--- config.mk ---
export PLATFORM = sky130hd
export DESIGN_NAME = alu_issue_sequencer
export DESIGN_NICKNAME = d
export VERILOG_FILES = /design/src/rtl/alu_pkg.sv /design/src/rtl/imm_extend.sv /design/src/rtl/alu_issue_sequencer.sv
export SDC_FILE = /design/constraint.sdc
export NUM_CORES = 1
export LEC_CHECK = 0
export ABC_AREA = 1
export BUFFER_PORTS_ARGS = -buffer_cell sky130_fd_sc_hd__buf_2
export CAP_MARGIN = 30
export CORE_MARGIN = 4
export CORE_UTILIZATION = 56
export CTS_BUF_LIST = sky130_fd_sc_hd__clkbuf_16
export CTS_CLUSTER_DIAMETER = 120
export DETAILED_ROUTE_END_ITERATION = 8
export PLACE_DENSITY = 0.89
export SLEW_MARGIN = 10
export SYNTH_ARGS = -nofsm -noshare
export SYNTH_HDL_FRONTEND = slang
export SYNTH_SLANG_ARGS = --single-unit
--- constraint.sdc ---
create_clock -name clock -period 3.7 [get_ports clock]
set_input_delay 1.11 -clock clock [delete_from_list [all_inputs] [get_ports clock]]
set_output_delay 1.11 -clock clock [all_outputs]
set_load 0.005 [all_outputs]
--- src/rtl/alu_pkg.sv ---
// rtl/alu_pkg.sv - opcode map, sequencer states and operand/flag qualification helpers
package alu_pkg;

    localparam logic [5:0] OP_ADD  = 6'b000000;
    localparam logic [5:0] OP_ADDI = 6'b000001;
    localparam logic [5:0] OP_SUB  = 6'b000010;
    localparam logic [5:0] OP_SUBI = 6'b000011;
    localparam logic [5:0] OP_MUL  = 6'b000100;
    localparam logic [5:0] OP_MULI = 6'b000101;
    localparam logic [5:0] OP_DIV  = 6'b000110;
    localparam logic [5:0] OP_DIVI = 6'b000111;
    localparam logic [5:0] OP_SLTI = 6'b001010;
    localparam logic [5:0] OP_AND  = 6'b001011;
    localparam logic [5:0] OP_ANDI = 6'b001100;
    localparam logic [5:0] OP_OR   = 6'b001101;
    localparam logic [5:0] OP_ORI  = 6'b001110;
    localparam logic [5:0] OP_LDI  = 6'b010011;
    localparam logic [5:0] OP_BEQ  = 6'b010111;
    localparam logic [5:0] OP_BNE  = 6'b011000;
    localparam logic [5:0] OP_OUT  = 6'b011001;

    typedef enum logic [2:0] {
        ST_IDLE,
        ST_ISSUE,
        ST_CAPTURE,
        ST_DONE,
        ST_TRAP
    } state_t;

    // Immediate-form opcodes whose operand B is the sign-extended immediate
    function automatic logic is_imm_signed(input logic [5:0] op);
        return (op == OP_ADDI) || (op == OP_SUBI) || (op == OP_MULI) ||
               (op == OP_DIVI) || (op == OP_SLTI) || (op == OP_LDI);
    endfunction

    // Logical immediates take the zero-extended immediate
    function automatic logic is_imm_zero(input logic [5:0] op);
        return (op == OP_ANDI) || (op == OP_ORI);
    endfunction

    // Only real branches may forward the ALU branch flag (it idles high)
    function automatic logic is_branch(input logic [5:0] op);
        return (op == OP_BEQ) || (op == OP_BNE);
    endfunction

    // Opcodes for which the ALU error flag is meaningful rather than stale
    function automatic logic err_qualified(input logic [5:0] op);
        return (op == OP_ADD) || (op == OP_ADDI) || (op == OP_MUL) ||
               (op == OP_MULI) || (op == OP_DIV) || (op == OP_DIVI);
    endfunction

    function automatic logic is_div(input logic [5:0] op);
        return (op == OP_DIV) || (op == OP_DIVI);
    endfunction

endpackage

--- src/rtl/imm_extend.sv ---
// rtl/imm_extend.sv - immediate widening with sign or zero fill
module imm_extend #(
    parameter int IMM_W  = 16,
    parameter int DATA_W = 32
) (
    input  logic [IMM_W-1:0]  imm,
    input  logic              sign_ext,
    output logic [DATA_W-1:0] ext
);

    // Fill the upper bits with the immediate's sign bit or with zeros
    assign ext = sign_ext ? {{(DATA_W-IMM_W){imm[IMM_W-1]}}, imm}
                          : {{(DATA_W-IMM_W){1'b0}}, imm};

endmodule

--- src/rtl/alu_issue_sequencer.sv ---
// rtl/alu_issue_sequencer.sv - execute-stage issue/capture sequencer around a combinational ALU
module alu_issue_sequencer
    import alu_pkg::*;
#(
    parameter int DATA_W = 32,
    parameter int IMM_W  = 16,
    parameter int PC_W   = 32
) (
    input  logic              clock,
    input  logic              reset,
    input  logic              in_valid,
    output logic              in_ready,
    input  logic [5:0]        in_op,
    input  logic [DATA_W-1:0] in_rs,
    input  logic [DATA_W-1:0] in_rt,
    input  logic [IMM_W-1:0]  in_imm,
    input  logic [PC_W-1:0]   in_pc,
    output logic [5:0]        alu_opCode,
    output logic [DATA_W-1:0] alu_dataA,
    output logic [DATA_W-1:0] alu_dataB,
    input  logic [DATA_W-1:0] alu_dataC,
    input  logic              alu_branch,
    input  logic              alu_error,
    output logic              out_valid,
    input  logic              out_ready,
    output logic [DATA_W-1:0] out_data,
    output logic              out_branch,
    output logic [PC_W-1:0]   out_target,
    output logic              out_error,
    output logic              trap,
    input  logic              trap_clear
);

    state_t            state;
    logic [PC_W-1:0]   pc_q;
    logic [IMM_W-1:0]  imm_q;
    logic [DATA_W-1:0] imm_operand;
    logic [PC_W-1:0]   branch_offset;
    logic [DATA_W-1:0] operand_b;
    logic              div_zero;
    logic              err_hit;

    // Operand B immediate: sign-extended unless the opcode is a logical immediate
    imm_extend #(.IMM_W(IMM_W), .DATA_W(DATA_W)) u_operand_ext (
        .imm      (in_imm),
        .sign_ext (is_imm_signed(in_op)),
        .ext      (imm_operand)
    );

    // Branch offset is always signed and taken from the latched immediate
    imm_extend #(.IMM_W(IMM_W), .DATA_W(PC_W)) u_target_ext (
        .imm      (imm_q),
        .sign_ext (1'b1),
        .ext      (branch_offset)
    );

    // Select operand B from the immediate or the register file value
    always_comb begin
        operand_b = in_rt;
        if (is_imm_signed(in_op) || is_imm_zero(in_op)) begin
            operand_b = imm_operand;
        end
    end

    // Divide by zero is caught here so the result never depends on the ALU's choice
    assign div_zero = is_div(alu_opCode) && (alu_dataB == '0);
    assign err_hit  = (err_qualified(alu_opCode) && alu_error) || div_zero;

    assign in_ready = (state == ST_IDLE);

    // Sequencer FSM: issue operands, capture flags, hold result until consumed or trap cleared
    always_ff @(posedge clock) begin
        if (reset) begin
            state      <= ST_IDLE;
            pc_q       <= '0;
            imm_q      <= '0;
            alu_opCode <= '0;
            alu_dataA  <= '0;
            alu_dataB  <= '0;
            out_valid  <= 1'b0;
            out_data   <= '0;
            out_branch <= 1'b0;
            out_target <= '0;
            out_error  <= 1'b0;
            trap       <= 1'b0;
        end else begin
            case (state)
                ST_IDLE: begin
                    if (in_valid) begin
                        alu_opCode <= in_op;
                        alu_dataA  <= in_rs;
                        alu_dataB  <= operand_b;
                        pc_q       <= in_pc;
                        imm_q      <= in_imm;
                        state      <= ST_ISSUE;
                    end
                end
                ST_ISSUE: begin
                    state <= ST_CAPTURE;
                end
                ST_CAPTURE: begin
                    out_data   <= div_zero ? '0 : alu_dataC;
                    out_branch <= is_branch(alu_opCode) && alu_branch;
                    out_error  <= err_hit;
                    out_target <= pc_q + PC_W'(1) + branch_offset;
                    out_valid  <= 1'b1;
                    if (err_hit) begin
                        trap  <= 1'b1;
                        state <= ST_TRAP;
                    end else begin
                        state <= ST_DONE;
                    end
                end
                ST_DONE: begin
                    if (out_ready) begin
                        out_valid <= 1'b0;
                        state     <= ST_IDLE;
                    end
                end
                ST_TRAP: begin
                    if (trap_clear) begin
                        out_valid <= 1'b0;
                        trap      <= 1'b0;
                        state     <= ST_IDLE;
                    end
                end
                default: begin
                    state <= ST_IDLE;
                end
            endcase
        end
    end

endmodule

* After elaboration in Yosys (flattened, before gate mapping) *
Cells that the tools add are included.

operators by class
  add/sub/neg operators = 2
  equality and inequality tests = 23
  multiplexer cells = 13
  reductions and logical operators = 27

operators by type and width
  kind                   count
  $mux 32                3
  $eq 6x3->1 const B     6
  $add 32x1->32 const B  1
  $add 32x32->32         1
  $logic_not 32->1       1
  $eq 6x4->1 const B     3
  $eq 6x5->1 const B     3
  $logic_or 1x1->1       15
  $pmux 3 s5             1
  $eq 6x1->1 const B     2
  $mux 3                 4
  $reduce_and 3->1       3
  $ne 2x2->1 const B     4
  $eq 3x2->1 const B     2
  $eq 6x2->1 const B     1
  $logic_not 6->1        1
  $eq 3x1->1 const B     1
  $eq 3x3->1 const B     1
  $logic_and 1x1->1      3
  $logic_not 3->1        1
  $mux 1                 3
  $pmux 1 s3             1
  $reduce_bool 3->1      1
  $pmux 1 s2             1
  2 further kinds        2

storage, ports and cells
  flip-flop bits (word level) = 189
  output and inout bits = 139
  logic and storage cells = 77

* Depth between registers and ports, before layout *
  depth in word-level cells = 10
  mapped depth = 16
  mapped depth without buffers = 16

* Hierarchy *
A second synthesis with hierarchy kept.

second synthesis, totals
  cell total of the unflattened synthesis = 1557
  area, all modules = 10153.5 um^2

by module, submodules not included
  module               instances  cells each  area an instance (um^2)  sequential area each (um^2)
  alu_issue_sequencer  1          1491        9673.0                   3783.6
  imm_extend           2          33          240.2                    0.0

* Least setup slack after synthesis *
Ideal clock, no wire load.

  kind = input to register
  from = input in_op[5]
  to = register alu_dataB[10]
  arrival = 2.126 ns
  data required time = 3.587 ns
  path slack = 1.462 ns
  cell stages on the path = 11
  path buffers = 1
  path through = inv_2 nand2_2 o22ai_1 nand3_1 nand2_4 inv_4 buf_6 nand2_2 nand3_2 o211ai_2 inv_2

on the way
  cells in the longest elaborated chain, start to end = 8
  elaborated cells between the ends (all ways) = 16
  those cells by class = eq/ne: 8; mux: 1; reduce/logical: 7

RTL lines
  what                                      RTL line                   source
  from (decl)                               alu_issue_sequencer.sv:13  input logic [5:0] in_op,
  $eq 6x1->1 or $eq 6x2->1 (tied branches)  alu_pkg.sv:32              return (op == OP_ADDI) || (op == OP_SUBI) || (op == OP_MULI) ||
  $logic_or 1x1->1 (3 in series)            alu_pkg.sv:32
  $logic_or 1x1->1 (2 in series)            alu_pkg.sv:33              (op == OP_DIVI) || (op == OP_SLTI) || (op == OP_LDI);
  $logic_or 1x1->1 (*)                      alu_issue_sequencer.sv:60  if (is_imm_signed(in_op) || is_imm_zero(in_op)) begin
  $mux 32 (*)                               alu_issue_sequencer.sv:60
  to (signal assigned)                      alu_issue_sequencer.sv:92  alu_dataB <= operand_b;
  to (decl)                                 alu_issue_sequencer.sv:20  output logic [DATA_W-1:0] alu_dataB,

Every way passes the cells marked *; elsewhere a longest branch is shown, timed or not.
A chain may end at the register's enable or synchronous reset.

* Worst setup path after layout *
  from = register imm_q[15]
  to = register out_target[28]

on the way
  cells in the longest elaborated chain, start to end = 1

RTL lines
  what                    RTL line                    source
  from (decl)             alu_issue_sequencer.sv:36   logic [IMM_W-1:0] imm_q;
  from (signal assigned)  alu_issue_sequencer.sv:94   imm_q <= in_imm;
  $add 32x32->32          alu_issue_sequencer.sv:105  out_target <= pc_q + PC_W'(1) + branch_offset;
  to (signal assigned)    alu_issue_sequencer.sv:105
  to (decl)               alu_issue_sequencer.sv:28   output logic [PC_W-1:0] out_target,

Every way passes these cells.

==> out/qor.txt <==
FLOORPLAN
---------------------------------------------------------------------------------
Core area ..........................................................   16800 um^2
Initial core utilization ...........................................        57.9%
I/O Pins ...........................................................          296
Die footprint ......................................................   19600 um^2
Die H ..............................................................       140 um
Width of the chip ..................................................       140 um
Row cnt ............................................................           47

SETUP PATH
---------------------------------------------------------------------------------
Capture point of the worst reg-to-reg path ......................... out_target[28]
Critical path depth ................................................            9
Beginning of the worst register-to-register path ...................    imm_q[15]
Internal reg-to-reg setup slack ....................................      1.23 ns
Cell type with the highest occurrence count on the critical path ...      a21oi_1
Max incr delay on CP ...............................................      0.78 ns
WS Path Type .......................................................   reg -> reg
Crit path DAT ......................................................      2.80 ns
Critical path, cell by cell ........................................ ha_1, nand2_1, inv_1, a21oi_1, nand2_1, a21oi_1, a21oi_1, nor2_1, nor2_1
Depth of the most critical reg-to-reg path .........................            9
Count of buffer and inverter cells on the critical path ............            1
Slowest cell on crit path ..........................................      dfxtp_1
Gate family responsible for the most delay along the worst path ....   flip-flops
Crit path required time ............................................      4.03 ns
Crit start category ................................................    flip-flop
Peak fanout along the critical path ................................           18
Sort of element at the end of the critical path ....................    flip-flop

SYNTH
---------------------------------------------------------------------------------
Cell taking the most area after synthesis ..........................      dfxtp_1
Number of enable flip-flop cells after synthesis ...................            0
Total nets after synthesis .........................................         1640
Top post-synthesis cells by area ................................... dfxtp_1 (39%), nand2_1 (12%), nor2_1 (11%), inv_1 (6.1%), a21oi_1 (4.4%)
Synth top area share ...............................................        38.8%
Distinct cell type count after synthesis ...........................           40
Portion of the post-synthesis area used by sequential elements .....        38.8%
Most frequently used flop master after synthesis ...................      dfxtp_1
Mapped cell area ...................................................    9750 um^2
Synthesized area per cell ..........................................    6.72 um^2
Warnings from Yosys ................................................            0
Number of standard cells after synthesis ...........................         1451
FFs w/ async S/R, synth ............................................           0%
Register bit total from synthesis ..................................          189

STA
---------------------------------------------------------------------------------
Final-report max-slew violation count ..............................            0
Final cycle utilization of the critical path .......................        66.8%
Slew at the pin with the worst max-slew slack ......................     0.944 ns
Final count of hold timing violations ..............................            0
Shortest period the worst path allows ..............................      2.47 ns
Setup repair after global routing missed its margin ................        false
Fin Setup TNS ......................................................         0 ns
Maximum clock skew at final layout .................................    0.0146 ns
Slew Limit Headroom ................................................        37.0%
Setup ws final .....................................................      1.23 ns
Setup-violating endpoint count in the final report .................            0
Fmax ...............................................................    0.405 GHz

PWR
---------------------------------------------------------------------------------
Fraction of power consumed by sequential logic .....................        39.0%
Internal power .....................................................    0.00447 W
Pwr per Cell Area ..................................................  627 nW/um^2
Power consumption ..................................................    0.00740 W
Switching part of the total ........................................        39.6%
Comb power frac ....................................................        37.4%
Net Sw Power .......................................................    0.00293 W
Clock power frac ...................................................        23.6%
LEAKAGE ............................................................      6.41 nW
Worst vdd ir .......................................................   0.000337 V

PLACE
---------------------------------------------------------------------------------
Count of buffers inserted at the top-level ports ...................          295
Post-detail-place hpwl .............................................      21.1 mm
Number of cells in the design after placement ......................         1907
Total placed instance area .........................................   11200 um^2
Setup slack at placement ...........................................     0.944 ns
Last weighted congestion value of the routability-driven placer ....        0.920

ROUTE
---------------------------------------------------------------------------------
Initial DRC count ..................................................          774
Via count normalized by instance count .............................         5.19
Uppermost routed layer .............................................         met4
DRC errors left ....................................................            0
Number of optimization iterations in the first detailed-route pass .            9
Post-route antenna net violation count .............................            0
Routed length on met2 ..............................................      14.0 mm
Vias post-DR .......................................................        10100
Met1 Routed Length .................................................      11.4 mm
Wire length reported by the detailed router ........................      28.6 mm
Routed wire length on met3 .........................................      2.32 mm
Detailed-route wire length per cell ................................      14.7 um

MIN PATH
---------------------------------------------------------------------------------
Hold path endpoint .................................................         trap
Worst hold path stage count ........................................            2
Worst min-delay path startpoint ....................................         trap
Hold Path Class ....................................................   reg -> reg

GLOBAL ROUTE
---------------------------------------------------------------------------------
Number of global-route vias before repair ..........................         9622
Initial antenna violation count ....................................            5
Residual overflow from global routing ..............................            0
First-pass GRT wire length .........................................      46.3 mm
GRT Util Overall ...................................................        28.6%
Largest net degree at the start of global routing ..................          134

LAYOUT
---------------------------------------------------------------------------------
Post-route cell area ...............................................   11800 um^2
Growth of design area from synthesis to finish .....................        21.2%
Proportion of layout cells with a drive suffix above 1 .............        24.0%
Non-Filler Instances ...............................................         1944
Number of fill cells ...............................................         1459
Layout Nets ........................................................         1895

CLOCK TREE
---------------------------------------------------------------------------------
Clock tree root driver cell ........................................    clkbuf_16
# Post-CTS Setup Buffers ...........................................            0
Hold bufs inserted after CTS .......................................            0
Latest clock arrival within the worst-skew pair ....................      0.44 ns
Number of H-tree branching levels ..................................            4
CTS Buf Count ......................................................           17
CTS Buffer Depth ...................................................            2
Clock net sink count ...............................................          189
Clk slew on worst S/H paths ........................................      0.07 ns
CTS tree ...........................................................         done
Gates resized, CTS repair ..........................................            0

FLOW RUN
---------------------------------------------------------------------------------
# Max-Cap Violations ...............................................            0

RUN STATUS
---------------------------------------------------------------------------------
Run status .........................................................    completed

through the flow:
stage | hold slack, ns | util [%]
floorplan | 0.433 | -
global placement | 0.444 | 66.9
detailed placement | 0.452 | 66.9
CTS | 0.462 | 70.2
global route | 0.488 | 70.3
finish | 0.460 | 70.3
metal layers:
layer / global-route usage [%] / vias up
met3: 6.85 / 63
li1: - / 5087
met2: 48.7 / 418
met4: 12.2 / 0
met1: 34.6 / 4516
met5: 0 / -
power by group through the flow:
stage / clock, W / sequential [W] / combinational, W
after detailed placement: 0 / 0.00291 / 0.00275
after floorplan: 0 / 0.00290 / 0.00182
after global placement: 0 / 0.00290 / 0.00268
after CTS: 0.00177 / 0.00288 / 0.00277
after global routing: 0.00186 / 0.00294 / 0.00314
final: 0.00175 / 0.00289 / 0.00277
synthesized netlist by cell type (2+ instances only):
library cell and n:
a21oi_1 86, and2_1 4, and3_1 2, buf_1 3, buf_2 16, buf_4 8
buf_6 3, clkbuf_1 35, dfxtp_1 189, ha_1 31, inv_1 158, inv_2 21
inv_4 2, nand2_1 310, nand2_2 25, nand3_1 83, nand3_2 14, nand3b_1 2
nand4_1 6, nor2_1 276, nor3_1 7, o211ai_1 4, o211ai_2 14, o21ai_0 70
o21ai_1 53, o22ai_1 2, xnor2_1 2, xor2_1 13
state kept, by name, indices dropped and copies added (netlist names):
name and count:
alu_dataA 32, alu_dataB 32, alu_opCode 6, imm_q 16, out_branch 1, out_data 32, out_error 1, out_target 32
out_valid 1, pc_q 32, state 3, trap 1
how the worst max path moves through the flow:
stage	startpoint	slack, ns	end
3_5_place_dp	in_op[5]	0.94	alu_dataB[0]
6_report	imm_q[15]	1.23	out_target[28]
2_1_floorplan	in_op[5]	1.46	alu_dataB[10]
4_1_cts	imm_q[15]	1.26	out_target[28]
5_1_grt	imm_q[15]	1.02	out_target[28]
3_3_place_gp	in_op[5]	1.00	alu_dataB[0]
final cells by class:
class                   count  area [um^2]  share of cell area, %
clock buffers              17          425                   3.60
flip-flops and latches    189         3780                   32.0
well taps                 220          275                   2.33
inverters                 182          689                   5.83
diodes                      5         12.5                  0.106
multi-input cells        1014         4940                   41.8
clock inverters            15          133                   1.12
repair buffers            302         1550                   13.2
cells by family (layout without fill, tap and decap cells):
group	after synthesis	in the layout	synth area share [%]
AOI/OAI and AO/OA	233	233	13.5
adders and majority gates	32	32	4.19
DFF	189	189	38.8
xor gates and xnor gates	15	15	1.35
and+or+nand+nor	734	734	31.7
other	0	5	0
buffers and inverters	248	516	10.5
layout by cell type, fill, tap and decap left out, types with 3 or more instances in the layout:
cell       instances
and2_1             4
o21ai_0           70
xor2_1            13
inv_8              3
nand2_2           25
nand4_1            6
o211ai_1           4
nor3_1             7
o211ai_2          14
inv_2             21
buf_4              5
nand2_1          310
inv_1            158
a21oi_1           86
clkbuf_16         17
nand3_1           83
buf_2            295
diode_2            5
nor2_1           276
clkinv_4           6
ha_1              31
dfxtp_1          189
o21ai_1           53
nand3_2           14
worst min-delay path, stage by stage (launching register included):
cell	delay (ns)
dfxtp_1	0.31
nand2_1	0.06
a21oi_1	0.05
Note: power is estimated with default switching activity, not from simulation.
